File: config.mk
export PLATFORM = sky130hd
export DESIGN_NAME = result_monitor
export DESIGN_NICKNAME = d
export VERILOG_FILES = /design/src/rtl/result_monitor_pkg.sv /design/src/rtl/operand_delay_line.sv /design/src/rtl/result_monitor.sv
export SDC_FILE = /design/constraint.sdc
export NUM_CORES = 2
export LEC_CHECK = 0
export ABC_AREA = 1
export BUFFER_PORTS_ARGS = -buffer_cell sky130_fd_sc_hd__buf_2
export CORE_ASPECT_RATIO = 0.6
export CORE_MARGIN = 2
export CORE_UTILIZATION = 57
export CTS_CLUSTER_SIZE = 40
export DETAILED_ROUTE_END_ITERATION = 12
export PLACE_DENSITY_LB_ADDON = 0.08
export SYNTH_ARGS = -nofsm -noshare
export SYNTH_HDL_FRONTEND = slang
export SYNTH_SLANG_ARGS = --single-unit
File: constraint.sdc
create_clock -name clk_dut -period 94.5 [get_ports clk_dut]
set_input_delay 9.45 -clock clk_dut [delete_from_list [all_inputs] [get_ports clk_dut]]
set_output_delay 9.45 -clock clk_dut [all_outputs]
set_load 0.01 [all_outputs]
File: src/rtl/result_monitor_pkg.sv
// result_monitor_pkg: shared FSM states, golden-op encodings and the latency sentinel
package result_monitor_pkg;
  localparam logic [1:0] ST_WAIT  = 2'b00;
  localparam logic [1:0] ST_FLUSH = 2'b01;
  localparam logic [1:0] ST_RUN   = 2'b10;
  localparam logic [1:0] ST_DONE  = 2'b11;
  localparam int OP_ADD = 0;
  localparam int OP_SUB = 1;
  localparam int OP_MUL = 2;
  localparam logic [31:0] NOT_MEASURED = 32'h0000FFFF;
endpackage

File: src/rtl/operand_delay_line.sv
// operand_delay_line: free-running {a,b} shift register with a selectable tap
// Ports: clk_dut/reset (async, active-high); i_a/i_b operands; i_sel tap index
// (0 = current inputs, k = operands from k cycles ago); o_a/o_b selected tap.
module operand_delay_line #(
  parameter int WIDTH = 32,
  parameter int DEPTH = 16,
  localparam int SW = $clog2(DEPTH + 1)
) (
  input  logic             clk_dut,
  input  logic             reset,
  input  logic [WIDTH-1:0] i_a,
  input  logic [WIDTH-1:0] i_b,
  input  logic [SW-1:0]    i_sel,
  output logic [WIDTH-1:0] o_a,
  output logic [WIDTH-1:0] o_b
);
  logic [DEPTH-1:0][WIDTH-1:0] a_q, a_d, b_q, b_d;
  logic [DEPTH:0][WIDTH-1:0] a_t, b_t;
  // a_t[0] is the live input, a_t[k] the register holding tap k
  always_comb begin
    a_t = {a_q, i_a};
    b_t = {b_q, i_b};
    a_d = a_t[DEPTH-1:0];
    b_d = b_t[DEPTH-1:0];
  end
  always_ff @(posedge clk_dut or posedge reset) begin
    if (reset) begin
      a_q <= '0;
      b_q <= '0;
    end else begin
      a_q <= a_d;
      b_q <= b_d;
    end
  end
  assign o_a = a_t[i_sel];
  assign o_b = b_t[i_sel];
endmodule

File: src/rtl/result_monitor.sv
// result_monitor: realigns operands with DUT results, checks a golden op, keeps stats
// Ports: clk_dut/reset (async, active-high); i_drive_a/b operands sent to the DUT;
// i_dut_out DUT result; i_dut_delay measured latency (0xFFFF = not measured);
// o_state FSM state; o_test_count/o_err_count statistics; o_first_* first failing
// vector; o_done run finished; o_pass no errors; o_fault latency beyond MAX_DELAY.
module result_monitor
  import result_monitor_pkg::*;
#(
  parameter int          WIDTH     = 32,
  parameter int          MAX_DELAY = 16,
  parameter logic [31:0] N_TESTS   = 32'd65536,
  parameter int          OP        = 0
) (
  input  logic             clk_dut,
  input  logic             reset,
  input  logic [WIDTH-1:0] i_drive_a,
  input  logic [WIDTH-1:0] i_drive_b,
  input  logic [WIDTH-1:0] i_dut_out,
  input  logic [31:0]      i_dut_delay,
  output logic [1:0]       o_state,
  output logic [31:0]      o_test_count,
  output logic [31:0]      o_err_count,
  output logic [WIDTH-1:0] o_first_a,
  output logic [WIDTH-1:0] o_first_b,
  output logic [WIDTH-1:0] o_first_out,
  output logic             o_done,
  output logic             o_pass,
  output logic             o_fault
);
  localparam int SW = $clog2(MAX_DELAY + 1);
  logic [1:0] state_q, state_d;
  logic [SW-1:0] lat_q, lat_d, flush_q, flush_d;
  logic [31:0] test_count_q, test_count_d, err_count_q, err_count_d;
  logic [WIDTH-1:0] first_a_q, first_a_d, first_b_q, first_b_d, first_out_q, first_out_d;
  logic fault_q, fault_d;
  logic [WIDTH-1:0] tap_a, tap_b, exp_val;
  logic mismatch;
  operand_delay_line #(.WIDTH(WIDTH), .DEPTH(MAX_DELAY)) u_delay (
    .clk_dut(clk_dut),
    .reset  (reset),
    .i_a    (i_drive_a),
    .i_b    (i_drive_b),
    .i_sel  (lat_q),
    .o_a    (tap_a),
    .o_b    (tap_b)
  );
  always_comb begin
    exp_val  = OP == OP_SUB ? tap_a - tap_b : OP == OP_MUL ? tap_a * tap_b : tap_a + tap_b;
    mismatch = exp_val != i_dut_out;
  end
  always_comb begin
    state_d      = state_q;
    lat_d        = lat_q;
    flush_d      = flush_q;
    test_count_d = test_count_q;
    err_count_d  = err_count_q;
    first_a_d    = first_a_q;
    first_b_d    = first_b_q;
    first_out_d  = first_out_q;
    fault_d      = fault_q;
    case (state_q)
      ST_WAIT: if (i_dut_delay != NOT_MEASURED) begin
        if (i_dut_delay > 32'(MAX_DELAY)) begin
          fault_d = 1'b1;
          state_d = ST_DONE;
        end else begin
          lat_d   = i_dut_delay[SW-1:0];
          flush_d = '0;
          state_d = ST_FLUSH;
        end
      end
      // lat+1 cycles guarantees tap[lat] was written after the latch
      ST_FLUSH: begin
        flush_d = flush_q + 1'b1;
        state_d = flush_q == lat_q ? ST_RUN : ST_FLUSH;
      end
      ST_RUN: begin
        test_count_d = test_count_q + 32'd1;
        if (mismatch) begin
          err_count_d = &err_count_q ? err_count_q : err_count_q + 32'd1;
          if (err_count_q == '0) begin
            first_a_d   = tap_a;
            first_b_d   = tap_b;
            first_out_d = i_dut_out;
          end
        end
        state_d = test_count_q == N_TESTS - 32'd1 ? ST_DONE : ST_RUN;
      end
      default: ;
    endcase
  end
  always_ff @(posedge clk_dut or posedge reset) begin
    if (reset) begin
      state_q      <= ST_WAIT;
      lat_q        <= '0;
      flush_q      <= '0;
      test_count_q <= '0;
      err_count_q  <= '0;
      first_a_q    <= '0;
      first_b_q    <= '0;
      first_out_q  <= '0;
      fault_q      <= 1'b0;
    end else begin
      state_q      <= state_d;
      lat_q        <= lat_d;
      flush_q      <= flush_d;
      test_count_q <= test_count_d;
      err_count_q  <= err_count_d;
      first_a_q    <= first_a_d;
      first_b_q    <= first_b_d;
      first_out_q  <= first_out_d;
      fault_q      <= fault_d;
    end
  end
  assign o_state      = state_q;
  assign o_test_count = test_count_q;
  assign o_err_count  = err_count_q;
  assign o_first_a    = first_a_q;
  assign o_first_b    = first_b_q;
  assign o_first_out  = first_out_q;
  assign o_fault      = fault_q;
  assign o_done       = state_q == ST_DONE;
  assign o_pass       = o_done & ~fault_q & (err_count_q == '0);
endmodule

==> out/results.tsv <==
metric	value	unit
status	complete, no violations	
Pins Over Slew Limit	0	
Bufs and invs on worst path	4	
GP Congestion	0.988	
power per cell area	19.6	nW/um^2
hpwl dp	75900	microns
Via density	5.80	
fin crit period	14.03	ns
Most common cell on crit path	nand2_1	
ratio of cells with drive above 1 in the final layout	11.3	%
Slew @ Worst Pin	1.12	ns
Top Ports	295	
Seq/Total Area, Yosys	64.8	%
CP peak stage delay	0.77	ns
Crit path required time	95.07	ns
Die Height	225	microns
MaxCap Viol Count	0	
GRT overflow	0	
initial antenna violation count	1	
DR WL/cell	20.7	microns
Syn Inst Count	4532	
Worst Clk Skew	0.0261	ns
crit end category	flip-flop	
CP arrival	14.60	ns
clock transition at the registers of the reported paths	0.07	ns
post-place instance area	48300	sq um
Peak VDD IR	14.2	uV
final setup fails	0	
Overall Global Routing Usage	29.4	%
Synth Register Bits	1197	
met3 usage	4.97	%
Port Buffers	294	
largest net degree at the start of global routing	180	
HP Class	flip-flop to flip-flop	
hold path cells	0	
Post-Route WL	121000	microns
area grow syn2layout	12.1	%
relative slew slack	25.3	%
RSZ-0062 raised after global routing	false	
leakage	24.2	nW
Die Area	83500	sq um
number of global-route vias before repair	32200	
Startpoint Class	input port	
Reg2Reg Setup Slack	85.49	ns
post-layout util	64.9	%
initial core utilization	57.9	%
core area	79900	sq um
std cell rows	80	
Hold Vio Cnt, Final	0	
commonest non-fill, non-tap cells in the layout	1193 x dfrtp_1, 737 x nand2_1, 634 x nor2_1, 584 x o21ai_0, 294 x buf_2	
DRC violations left	0	
clk_lat worst skew	0.71	ns
Crit path max-delay family	simple AND/OR/NAND/NOR gates	
Setup WS pre-CTS	79.94	ns
CTS buffer count	103	
Primary FF master, synth	dfrtp_1	
Clock Tree Buf Depth	3	
CP Launch Point	i_drive_b[1]	
f_max	0.0713	GHz
GRT Max-Usage Layer	met1	
Ys Warns	0	
first-pass GRT wire length	191000	microns
Root Buffer	clkbuf_16	
Num Clock Sinks	1197	
nets	4861	
# resized after CTS	0	
reg2reg end	o_err_count[19]	
Routed Antenna Nets	0	
CP endpoint	o_err_count[19]	
Max Fanout on Critical Path	80	
Avg Cell Area, Syn	10.2	sq um
EDFF count, synth	0	
slowest CP cell	buf_4	
async set-or-reset flop fraction in the synthesized netlist	100	%
PnR worst setup slack	80.47	ns
area of the mapped netlist	46200	sq um
Final period util	14.8	%
Die W	372	microns
Netlist cell types	42	
Vias	33900	
classification of the worst setup path	input port to flip-flop	
initial drt markers	3684	
GR Util met1	47.9	%
worst reg2reg path depth	26	
total power	1.01	mW
setup repair bufs after CTS	0	
CTS tree	built	
RR Startpoint	lat_q[0]	
Synthesized Nets	4702	
Design Area, Final	51800	sq um
M2 GR Usage	41.1	%
most common cell after layout, fill and taps aside	dfrtp_1	
DR pass1 iterations	5	
H-tree depth	3	
Setup TNS Final	0	ns
Hold Buf Count CTS	0	
Crit path depth	28	
-- registers in the layout, summed over array words and instances (netlist names) --
signal        cells
o_first_b        32
o_err_count      32
lat_q             5
o_state           2
u_delay.a_d     480
u_delay.b_d     480
o_test_count     32
o_fault           1
o_first_a        32
o_first_out      32
flush_q           5
u_delay.a_q      32
u_delay.b_q      32
-- area by class of cell --
cell class                 instances  area [sq um]
clock buffer                     145          3010
clock inverter                    48           533
timing repair buffer             337          1820
antenna                            1          2.50
sequential                      1197         30000
tap                             1066          1330
fill                            6392         28100
multi-input combinational       2834         14300
inverter                         218           838
-- metal layers --
metal	vias up	routed length (microns)
met5	-	0
met4	0	2420
met3	155	7050
met2	1018	52100
met1	17000	59200
li1	15700	-
-- metrics by stage --
step	cells	hold slack (ns)
2_1_floorplan	4532	0.349
3_3_place_gp	5652	0.349
3_5_place_dp	5652	0.353
4_1_cts	5845	0.361
5_1_grt	5846	0.371
6_report	5846	0.360
-- cells in the mapped netlist, types with 31 or more instances --
master    count  area, sq um
o22ai_1     127          795
nor4_1       31          194
nand4_1     162         1010
nand3_1      95          475
a32o_1       50          500
nor2_1      635         2380
a21oi_1      38          190
dfrtp_1    1197        30000
o21ai_0     584         2920
xor2_1       52          455
inv_1       210          788
clkbuf_1    196          736
ha_1         39          488
buf_2        48          240
buf_1        31          116
xnor2_1      36          315
o221ai_1    113          990
nand2_1     737         2770
o21ai_1      53          265
-- worst min path at each step --
stage / endpoint / from / slack, ns
after floorplan: u_delay.a_d[100] / u_delay.a_d[68] / 0.35
after global placement: u_delay.b_d[98] / u_delay.b_d[66] / 0.35
after detailed placement: u_delay.b_d[69] / u_delay.b_d[37] / 0.35
after CTS: u_delay.b_d[185] / u_delay.b_d[153] / 0.36
after global routing: u_delay.b_d[426] / u_delay.b_d[394] / 0.37
final: u_delay.b_d[332] / u_delay.b_d[300] / 0.36
-- report_power, final --
group	total, mW	leakage, nW	switching, mW	internal (mW)
clock network	0.440	1.74	0.194	0.246
logic	0.0274	8.18	0.0183	0.00902
registers	0.546	14.3	0.0113	0.535
total	1.01	24.2	0.224	0.790
-- logic make-up (layout without fill, tap and decap cells) --
family / Yosys count / count (layout) / synth area share (%)
XOR/XNOR: 88 / 88 / 1.67
other: 0 / 1 / 0
AO/OA/AOI/OAI: 993 / 993 / 12.7
flip-flops: 1197 / 1197 / 64.8
adder cells (fa/ha/maj): 40 / 40 / 1.10
buffers and inverters: 501 / 748 / 4.30
AND/OR/NAND/NOR: 1713 / 1713 / 15.5
-- worst register-to-register path, stage by stage, from the launching register on --
cell	delay (ns)
dfrtp_4	0.67
inv_8	0.74
buf_4	0.93
buf_4	0.83
buf_4	0.96
o21ai_0	0.17
o22ai_1	0.25
o21ai_1	0.10
nand2_1	0.10
a32o_1	0.49
ha_1	0.40
nand2_1	0.16
inv_1	0.05
a21oi_1	0.24
o21ai_0	0.21
nor2_1	0.18
nand3_1	0.11
a21oi_1	0.17
nor2_1	0.06
nand3_1	0.07
nor2_1	0.07
nand2_4	0.47
buf_4	0.79
nand3_1	0.21
buf_4	0.30
nand2_1	0.11
nand2_1	0.06
Note: power is estimated with default switching activity, not from simulation.
